===== src/rtl/core101_pkg.sv =====
// Core101 shared definitions: datapath width, NOP encoding, reset PC and fetch FSM states.
package core101_pkg;

  localparam int unsigned XLEN = 32;

  localparam logic [XLEN-1:0] NOP_INSTR        = 32'h0000_0013;
  localparam logic [XLEN-1:0] DEFAULT_RESET_PC = 32'h0000_0000;

  typedef enum logic [1:0] {
    BOOT  = 2'd0,
    FETCH = 2'd1,
    DRAIN = 2'd2
  } fetch_state_e;

endpackage


===== src/rtl/fetch_fifo.sv =====
// Instruction buffer for the fetch stage: synchronous FIFO of {pc, instr} entries.
module fetch_fifo #(
  parameter int unsigned DEPTH = 2,
  localparam int unsigned AW = $clog2(DEPTH),
  localparam int unsigned CW = AW + 1
) (
  input  logic          clk,
  input  logic          rst_n,
  input  logic          push,
  input  logic          pop,
  input  logic          flush,
  input  logic [63:0]   wdata,
  output logic [63:0]   rdata,
  output logic          full,
  output logic          empty,
  output logic [CW-1:0] count
);

  logic [63:0]   mem [DEPTH];
  logic [AW-1:0] wr_ptr;
  logic [AW-1:0] rd_ptr;
  logic          do_push;
  logic          do_pop;

  // Flush dominates both push and pop in the same cycle.
  assign do_push = push && !flush && !full;
  assign do_pop  = pop && !flush && !empty;

  assign full  = (count == CW'(DEPTH));
  assign empty = (count == '0);
  assign rdata = mem[rd_ptr];

  always_ff @(posedge clk or negedge rst_n) begin
    if (!rst_n) begin
      wr_ptr <= '0;
      rd_ptr <= '0;
      count  <= '0;
    end else if (flush) begin
      wr_ptr <= '0;
      rd_ptr <= '0;
      count  <= '0;
    end else begin
      if (do_push) wr_ptr <= wr_ptr + AW'(1);
      if (do_pop)  rd_ptr <= rd_ptr + AW'(1);
      case ({do_push, do_pop})
        2'b10:   count <= count + CW'(1);
        2'b01:   count <= count - CW'(1);
        default: count <= count;
      endcase
    end
  end

  always_ff @(posedge clk) begin
    if (do_push) mem[wr_ptr] <= wdata;
  end

endmodule


===== src/rtl/fetch_unit.sv =====
// Core101 fetch stage: sequential word fetch with credit-limited requests,
// buffered delivery to decode, and redirect with stale-response draining.
module fetch_unit
  import core101_pkg::*;
#(
  parameter logic [XLEN-1:0] RESET_PC   = DEFAULT_RESET_PC,
  parameter int unsigned     FIFO_DEPTH = 2
) (
  input  logic            clock_in,
  input  logic            reset_in,
  output logic            imem_req_valid_out,
  output logic [XLEN-1:0] imem_req_addr_out,
  input  logic            imem_req_ready_in,
  input  logic            imem_resp_valid_in,
  input  logic [XLEN-1:0] imem_resp_data_in,
  input  logic            redirect_valid_in,
  input  logic [XLEN-1:0] redirect_pc_in,
  output logic            ins_valid_out,
  output logic [XLEN-1:0] ins_output,
  output logic [XLEN-1:0] ins_pc_out,
  input  logic            ins_ready_in
);

  localparam int unsigned CW = $clog2(FIFO_DEPTH) + 1;

  fetch_state_e    state_q, state_d;
  logic [XLEN-1:0] pc_q, resp_pc_q, last_pc_q;
  logic [CW-1:0]   outstanding_q, outstanding_d;
  logic [CW-1:0]   drop_cnt_q, drop_cnt_d;
  logic [CW-1:0]   fifo_count, fifo_count_d;
  logic [CW:0]     credit_sum;
  logic            req_valid_q, req_valid_d;
  logic            accept, push, pop;
  logic            fifo_full, fifo_empty;
  logic [63:0]     fifo_head;
  logic [XLEN-1:0] redirect_pc;

  assign redirect_pc = redirect_pc_in & ~32'h3;
  assign accept      = req_valid_q && imem_req_ready_in;
  assign push        = (state_q == FETCH) && imem_resp_valid_in && !redirect_valid_in;
  assign pop         = ins_valid_out && ins_ready_in;

  fetch_fifo #(.DEPTH(FIFO_DEPTH)) u_fifo (
    .clk   (clock_in),
    .rst_n (reset_in),
    .push  (push),
    .pop   (pop),
    .flush (redirect_valid_in),
    .wdata ({resp_pc_q, imem_resp_data_in}),
    .rdata (fifo_head),
    .full  (fifo_full),
    .empty (fifo_empty),
    .count (fifo_count)
  );

  // Credits use next-cycle occupancy so the registered request valid never overcommits.
  always_comb begin
    outstanding_d = outstanding_q;
    if (accept)             outstanding_d = outstanding_d + CW'(1);
    if (imem_resp_valid_in) outstanding_d = outstanding_d - CW'(1);
    fifo_count_d = fifo_count;
    if (redirect_valid_in) begin
      fifo_count_d = '0;
    end else begin
      if (push) fifo_count_d = fifo_count_d + CW'(1);
      if (pop)  fifo_count_d = fifo_count_d - CW'(1);
    end
    credit_sum = {1'b0, outstanding_d} + {1'b0, fifo_count_d};
  end

  always_comb begin
    state_d    = state_q;
    drop_cnt_d = drop_cnt_q;
    case (state_q)
      BOOT:  state_d = FETCH;
      FETCH: state_d = FETCH;
      DRAIN: begin
        if (imem_resp_valid_in) begin
          drop_cnt_d = drop_cnt_q - CW'(1);
          if (drop_cnt_q == CW'(1)) state_d = FETCH;
        end
      end
      default: state_d = BOOT;
    endcase
    if (redirect_valid_in) begin
      drop_cnt_d = outstanding_d;
      state_d    = (outstanding_d == '0) ? FETCH : DRAIN;
    end
    req_valid_d = (state_d == FETCH) && (credit_sum < (CW + 1)'(FIFO_DEPTH));
  end

  always_ff @(posedge clock_in or negedge reset_in) begin
    if (!reset_in) begin
      state_q       <= BOOT;
      pc_q          <= RESET_PC;
      resp_pc_q     <= RESET_PC;
      outstanding_q <= '0;
      drop_cnt_q    <= '0;
      req_valid_q   <= 1'b0;
      last_pc_q     <= '0;
    end else begin
      state_q       <= state_d;
      outstanding_q <= outstanding_d;
      drop_cnt_q    <= drop_cnt_d;
      req_valid_q   <= req_valid_d;
      if (redirect_valid_in) begin
        pc_q      <= redirect_pc;
        resp_pc_q <= redirect_pc;
      end else begin
        if (accept) pc_q      <= pc_q + 32'd4;
        if (push)   resp_pc_q <= resp_pc_q + 32'd4;
      end
      if (!fifo_empty) last_pc_q <= fifo_head[63:32];
    end
  end

  assign imem_req_valid_out = req_valid_q;
  assign imem_req_addr_out  = pc_q;
  assign ins_valid_out      = !fifo_empty;
  assign ins_output         = fifo_empty ? NOP_INSTR : fifo_head[31:0];
  assign ins_pc_out         = fifo_empty ? last_pc_q : fifo_head[63:32];

  a_no_push_when_full: assert property (@(posedge clock_in) disable iff (!reset_in)
    !(push && fifo_full));

endmodule


===== config.mk =====
export PLATFORM = sky130hd
export DESIGN_NAME = fetch_unit
export DESIGN_NICKNAME = d
export VERILOG_FILES = /design/src/rtl/core101_pkg.sv /design/src/rtl/fetch_fifo.sv /design/src/rtl/fetch_unit.sv
export SDC_FILE = /design/constraint.sdc
export NUM_CORES = 1
export LEC_CHECK = 0
export CORE_MARGIN = 4
export CORE_UTILIZATION = 55
export DETAILED_ROUTE_END_ITERATION = 6
export PLACE_DENSITY = 0.82
export SYNTH_ARGS = -nofsm -noshare
export SYNTH_HDL_FRONTEND = slang
export SYNTH_SLANG_ARGS = --single-unit
export TNS_END_PERCENT = 20

===== constraint.sdc =====
create_clock -name clock_in -period 10.6 [get_ports clock_in]
set_input_delay 3.18 -clock clock_in [delete_from_list [all_inputs] [get_ports clock_in]]
set_output_delay 3.18 -clock clock_in [all_outputs]
set_load 0.01 [all_outputs]

==> results of run 1 <==
==> cells by family after synthesis <==
kind of cell | after synthesis | share of synthesized area
and+or+nand+nor | 279 | 0.1495
DFF | 227 | 0.6382
AOI/OAI and AO/OA | 107 | 0.06970
muxes | 80 | 0.08313
buffers and inverters | 57 | 0.02496
xor gates and xnor gates | 29 | 0.02573
adders and majority gates | 6 | 0.008364
other | 1 | 0.0003798
==> metal layers <==
metal	up-vias	global-route usage
li1	3242	-
met1	3328	0.2923
met2	231	0.3441
met3	27	0.03999
met4	0	0.04848
met5	-	0
==> power groups by stage <==
stage / registers [mW] / clock network, mW / logic [mW]
final: 1.17 / 0.769 / 0.898
after detailed placement: 1.18 / 0 / 0.904
after CTS: 1.17 / 0.784 / 0.912
after global placement: 1.18 / 0 / 0.886
after floorplan: 1.16 / 0 / 0.477
after global routing: 1.19 / 0.827 / 0.982
==> cells in the final DEF, fill, tap and decap left out, types with 3 or more instances in the layout <==
master and count:
a21oi_1 7, inv_1 12, buf_4 11, or4_1 14, mux2i_1 64, edfxtp_1 124
and4_1 15, clkinv_1 3, a211oi_1 9, a311oi_1 10, o21ai_0 39, nand3_1 17
xnor2_1 20, clkbuf_1 8, dfrtp_1 102, a31oi_1 17, nor2b_1 10, nor4_1 10
and3_1 9, o21a_1 3, ha_1 4, and4b_1 3, nor2_1 71, nand2_1 60
xor2_1 9, and2_1 6, clkbuf_16 24, nor4_2 3, mux2_2 16, nand4_1 14
clkdlybuf4s50_1 162, or3_1 4, nand2b_1 5, nor3_1 21, or2_2 3, o31ai_1 11
clkinv_2 3
==> state kept, by name (all words and copies together) (netlist names), 2 cells and up <==
| register | count |
|---|---|
| drop_cnt_q | 2 |
| imem_req_addr_out | 30 |
| last_pc_q | 32 |
| outstanding_q | 2 |
| resp_pc_q | 30 |
| state_q | 2 |
| u_fifo.count | 2 |
| u_fifo.mem | 124 |
==> cell type report <==
class | instances | area [µm²] | share of cell area
Multi-Input combinational cell | 503 | 3352 | 0.2700
Timing Repair Buffer | 173 | 1704 | 0.1373
Sequential cell | 227 | 6305 | 0.5079
Clock inverter | 8 | 65.06 | 0.005241
Clock buffer | 34 | 658.1 | 0.05301
Inverter | 13 | 48.80 | 0.003931
Tap cell | 225 | 281.5 | 0.02268
==> path summary, 6_finish.rpt <==
kind	start	endpoint	slack, ns	cells after the start
hold / removal	last_pc_q[0]	last_pc_q[0]	0.48	1
max in group asynchronous	reset_in	u_fifo.rd_ptr	6.61	2
setup / recovery	u_fifo.rd_ptr	ins_pc_out[26]	4.51	4
hold reg to reg	last_pc_q[0]	last_pc_q[0]	0.48	1
min in group asynchronous	reset_in	imem_req_addr_out[5]	2.62	1
setup reg to reg	u_fifo.count[0]	imem_req_valid_out	7.07	10
==> per-stage QoR <==
step	hold WS, ns	util	instances
6_report	0.4828	0.7128	1183
4_1_cts	0.4891	0.7128	1183
2_1_floorplan	0.4790	-	787
5_1_grt	0.5072	0.7128	1183
3_3_place_gp	0.4690	0.6713	1141
3_5_place_dp	0.4729	0.6713	1141
==> results.json, run 1 <==
{
  "hp-class": "register to register",
  "synth_cell_types": 56,
  "drtIter0Drc": 502,
  "die_area_um2": 20160,
  "core-area_um2": 17420,
  "relSlewSlack": 0.2214,
  "yosysMostFrequentCell": "edfxtp_1",
  "grt_max_degree": 94,
  "cp_slowest_stage_delay_ns": 0.72,
  "avgViaCountPerCell": 5.772,
  "crit_path_top_delay_cell": "buf_4",
  "power_density_nw_per_um2": 228.4,
  "cts_hold_buf": 0,
  "synth-edff-count": 124,
  "cts_htree_levels": 1,
  "crit_path_start_kind": "register",
  "grt_pass1_wl_um": 34200,
  "top_layer": "met4",
  "cts_buffers": 23,
  "die_h_um": 142.0,
  "wl_per_cell_um": 17.80,
  "synth-warning-count": 0,
  "fmax_ghz": 0.1642,
  "arrival_ns": 2.91,
  "synthTopCellsByCount": "edfxtp_1, dfrtp_1, nor2_1",
  "path_max_fanout": 50,
  "grt_usage": 0.2090,
  "dr_wl_met3_um": 1404,
  "met2WireLength_um": 10060,
  "ys.flop_type": "edfxtp_1",
  "comb_power_share": 0.317,
  "synth_area_um2": 9873,
  "slew_violations": 0,
  "dpl_cell_area_um2": 11690,
  "synthTopCellsByArea": "edfxtp_1, dfrtp_1, mux2i_1",
  "antenna_found_initial": 0,
  "synth_top_area_share": 0.3771,
  "clkPwrFrac": 0.271,
  "postCtsSetupBuffers": 0,
  "setup_viol": 0,
  "clock-sinks": 227,
  "required_ns": 7.42,
  "drt_pass1_iterations": 5,
  "n_antenna_cell": 0,
  "syn_inst": 786,
  "io_pins": 168,
  "tightest_slew_ns": 1.152,
  "die_width_um": 142.0,
  "ant_nets": 0,
  "seqPwrFrac": 0.412,
  "rsz0062_at_grt": "no",
  "crit_buf_inv": 2,
  "synth_area_leader_cell": "edfxtp_1",
  "switchingPower_mw": 0.8648,
  "fin_area_um2": 12410,
  "start_util": 0.5669,
  "dp_slack_ns": 4.175,
  "cts_tree": "done",
  "p_int_mw": 1.971,
  "final_nets": 1017,
  "status": "finished, final reports clean",
  "drive_above_1_share": 0.07724,
  "numPortBuffers": 163,
  "rows": 48,
  "synth_seq_cells": 227,
  "num_vias": 6828,
  "grt_pass1_vias": 6782,
  "hold_viol_final": 0,
  "wirelength_um": 21060,
  "met1_length_um": 9296,
  "cp_top_family": "buffers and inverters",
  "skew_ns": 0.009146,
  "fill_cells": 1238,
  "synthToLayoutAreaGrowth_pct": 25.74,
  "p_leak_nw": 4.470,
  "ys_seq_area_frac": 0.6382,
  "crit_chain": "buf_4, mux2i_1, o21ai_0, clkdlybuf4s50_1",
  "syn_avg_cell_area_um2": 12.56,
  "critPathKind": "register to primary output",
  "overflow": 0,
  "swShare": 0.3049,
  "period_share": 0.5744,
  "finalCriticalPeriod_ns": 6.089,
  "clk_path_buf_depth": 3,
  "ir_drop_uv": 151.9,
  "tns_ns": 0,
  "gp_congestion": 0.8573,
  "hpwl_um": 13530,
  "total_power_mw": 2.836,
  "max-cap-violations": 0,
  "clock_latency_ns": 0.50,
  "cts_resized": 0,
  "clk_pin_slew_worst_paths_ns": 0.06,
  "drc": 0,
  "cp-end-kind": "primary output",
  "async_reset_ff_frac": 0.4537,
  "fin_ws_ns": 4.511,
  "clock-root-buffer": "clkbuf_16"
}
(Power assumes the default switching activity.)
==> run 2, diff against run 1 <==
CORE_UTILIZATION = 48   (was 55)
PLACE_DENSITY = 0.76   (was 0.82)
clock period = 5.3 ns   (was 10.6 ns; I/O delays follow)
==> run 2 against run 1 <==
  * Power increased by 100%
  * Clock power up 110%
  * Count of clock-buffer cells in the layout unchanged
  * Critical path depth grew 2
  * Utilization is 9.0 points lower
  * Register-to-register slack got worse by 5.1 ns
==> results.json, run 2 (synthesis gave the netlist of run 1 again) <==
{
  "cts_buffers": 24,
  "p_leak_nw": 4.534,
  "finalNonFillerCells": 1235,
  "period_share": 0.8340,
  "wl_per_cell_um": 17.11,
  "top_layer": "met4",
  "antenna_found_initial": 0,
  "rows": 52,
  "hold_path_end": "last_pc_q[0]",
  "grt_usage": 0.1837,
  "clock-sinks": 227,
  "critPathKind": "register to primary output",
  "largest_register": "u_fifo.mem",
  "r2r_start": "u_fifo.count[0]",
  "hold_depth": 1,
  "max-cap-violations": 0,
  "rsz0062_at_grt": "no",
  "overflow": 0,
  "dp.cells": 1191,
  "met1_length_um": 9801,
  "tightest_slew_ns": 0.9138,
  "num_vias": 6800,
  "hold_ws_ns": 0.4832,
  "met2WireLength_um": 9585,
  "cts_hold_buf": 0,
  "grt_max_degree": 66,
  "arrival_ns": 2.83,
  "drtIter0Drc": 454,
  "cts_resized": 0,
  "relSlewSlack": 0.3908,
  "drive_above_1_share": 0.08808,
  "finalCriticalPeriod_ns": 4.420,
  "final_cell_mix": "clkdlybuf4s50_1, edfxtp_1, dfrtp_1",
  "wirelength_um": 21140,
  "largest_reg_flops": 124,
  "dr_wl_met3_um": 1494,
  "gp_congestion": 0.8233,
  "drc": 0,
  "numPortBuffers": 163,
  "slew_violations": 0,
  "setup_viol": 0,
  "fmax_ghz": 0.2262,
  "total_power_mw": 5.797,
  "reg2regPathDepth": 9,
  "regToRegEndpoint": "imem_req_valid_out",
  "crit_path_start_kind": "register",
  "required_ns": 3.71,
  "postCtsSetupBuffers": 0,
  "final_nets": 1023,
  "core-area_um2": 20230,
  "start_util": 0.4879,
  "synthToLayoutAreaGrowth_pct": 27.69,
  "n_antenna_cell": 0,
  "die_width_um": 151.4,
  "hpwl_um": 14090,
  "avgViaCountPerCell": 5.506,
  "tns_ns": 0,
  "final_common_cell": "clkdlybuf4s50_1",
  "path_max_fanout": 40,
  "ir_drop_uv": 279.0,
  "skew_ns": 0.01416,
  "die_h_um": 151.4,
  "clk_path_buf_depth": 3,
  "cp-end-kind": "primary output",
  "clk_pin_slew_worst_paths_ns": 0.06,
  "grt_pass1_wl_um": 33700,
  "cts_tree": "done",
  "largestRegisters": "u_fifo.mem: 124 flops, last_pc_q: 32 flops",
  "hp-start": "last_pc_q[0]",
  "clock-root-buffer": "clkbuf_16",
  "power_density_nw_per_um2": 459.8,
  "hold_viol_final": 0,
  "cts_htree_levels": 1,
  "die_area_um2": 22930,
  "grt_pass1_vias": 6508,
  "r2r_setup_slack_ns": 2.01,
  "drt_pass1_iterations": 5,
  "status": "finished, final reports clean",
  "io_pins": 168,
  "clock_latency_ns": 0.51,
  "ant_nets": 0,
  "hp-class": "register to register"
}
[run 2: final cells by class]
class	instances	area, µm²
fillers	1580	7627
flip-flops and latches	227	6305
multi-input cells	503	3361
repair buffers	178	1762
clock buffers	34	689.4
well taps	270	337.8
clock inverters	10	103.9
inverters	13	48.80
[run 2: critical path: stages, from the launching register on]
cell	delay, ns
dfrtp_1	0.38
inv_1	0.13
ha_2	0.65
buf_4	0.34
nand2_1	0.07
o21ai_0	0.11
clkdlybuf4s50_1	0.64
[run 2: worst max path at each step]
stage | from | end | slack (ns) | cells past startpoint
floorplan | redirect_valid_in | u_fifo.mem[0][0] | 0.63 | 4
global placement | imem_resp_valid_in | imem_req_valid_out | 0.80 | 8
finish | u_fifo.count[0] | ins_pc_out[10] | 0.88 | 6
global route | u_fifo.count[0] | ins_pc_out[10] | 0.65 | 6
detailed placement | imem_resp_valid_in | imem_req_valid_out | 0.76 | 8
CTS | u_fifo.count[0] | ins_pc_out[3] | 0.84 | 6
[run 2: routing by layer]
layer / up-vias / GRT usage
met1: 3313 / 0.2706
met3: 25 / 0.03621
met2: 200 / 0.2838
met5: - / 0
met4: 0 / 0.04216
li1: 3262 / -
[run 2: power breakdown]
part	internal (mW)	total, mW	switching, mW
Sequential	2.14	2.38	0.237
Combinational	0.908	1.77	0.859
Clock	1.00	1.65	0.644
Total	4.06	5.80	1.74
[run 2: through the flow]
step / setup slack (ns) / cell area, µm² / utilization
2_1_floorplan: 0.6278 / 9892 / -
3_3_place_gp: 0.7978 / 11810 / 0.5838
3_5_place_dp: 0.7617 / 11810 / 0.5838
4_1_cts: 0.8446 / 12610 / 0.6231
5_1_grt: 0.6454 / 12610 / 0.6231
6_report: 0.8797 / 12610 / 0.6231
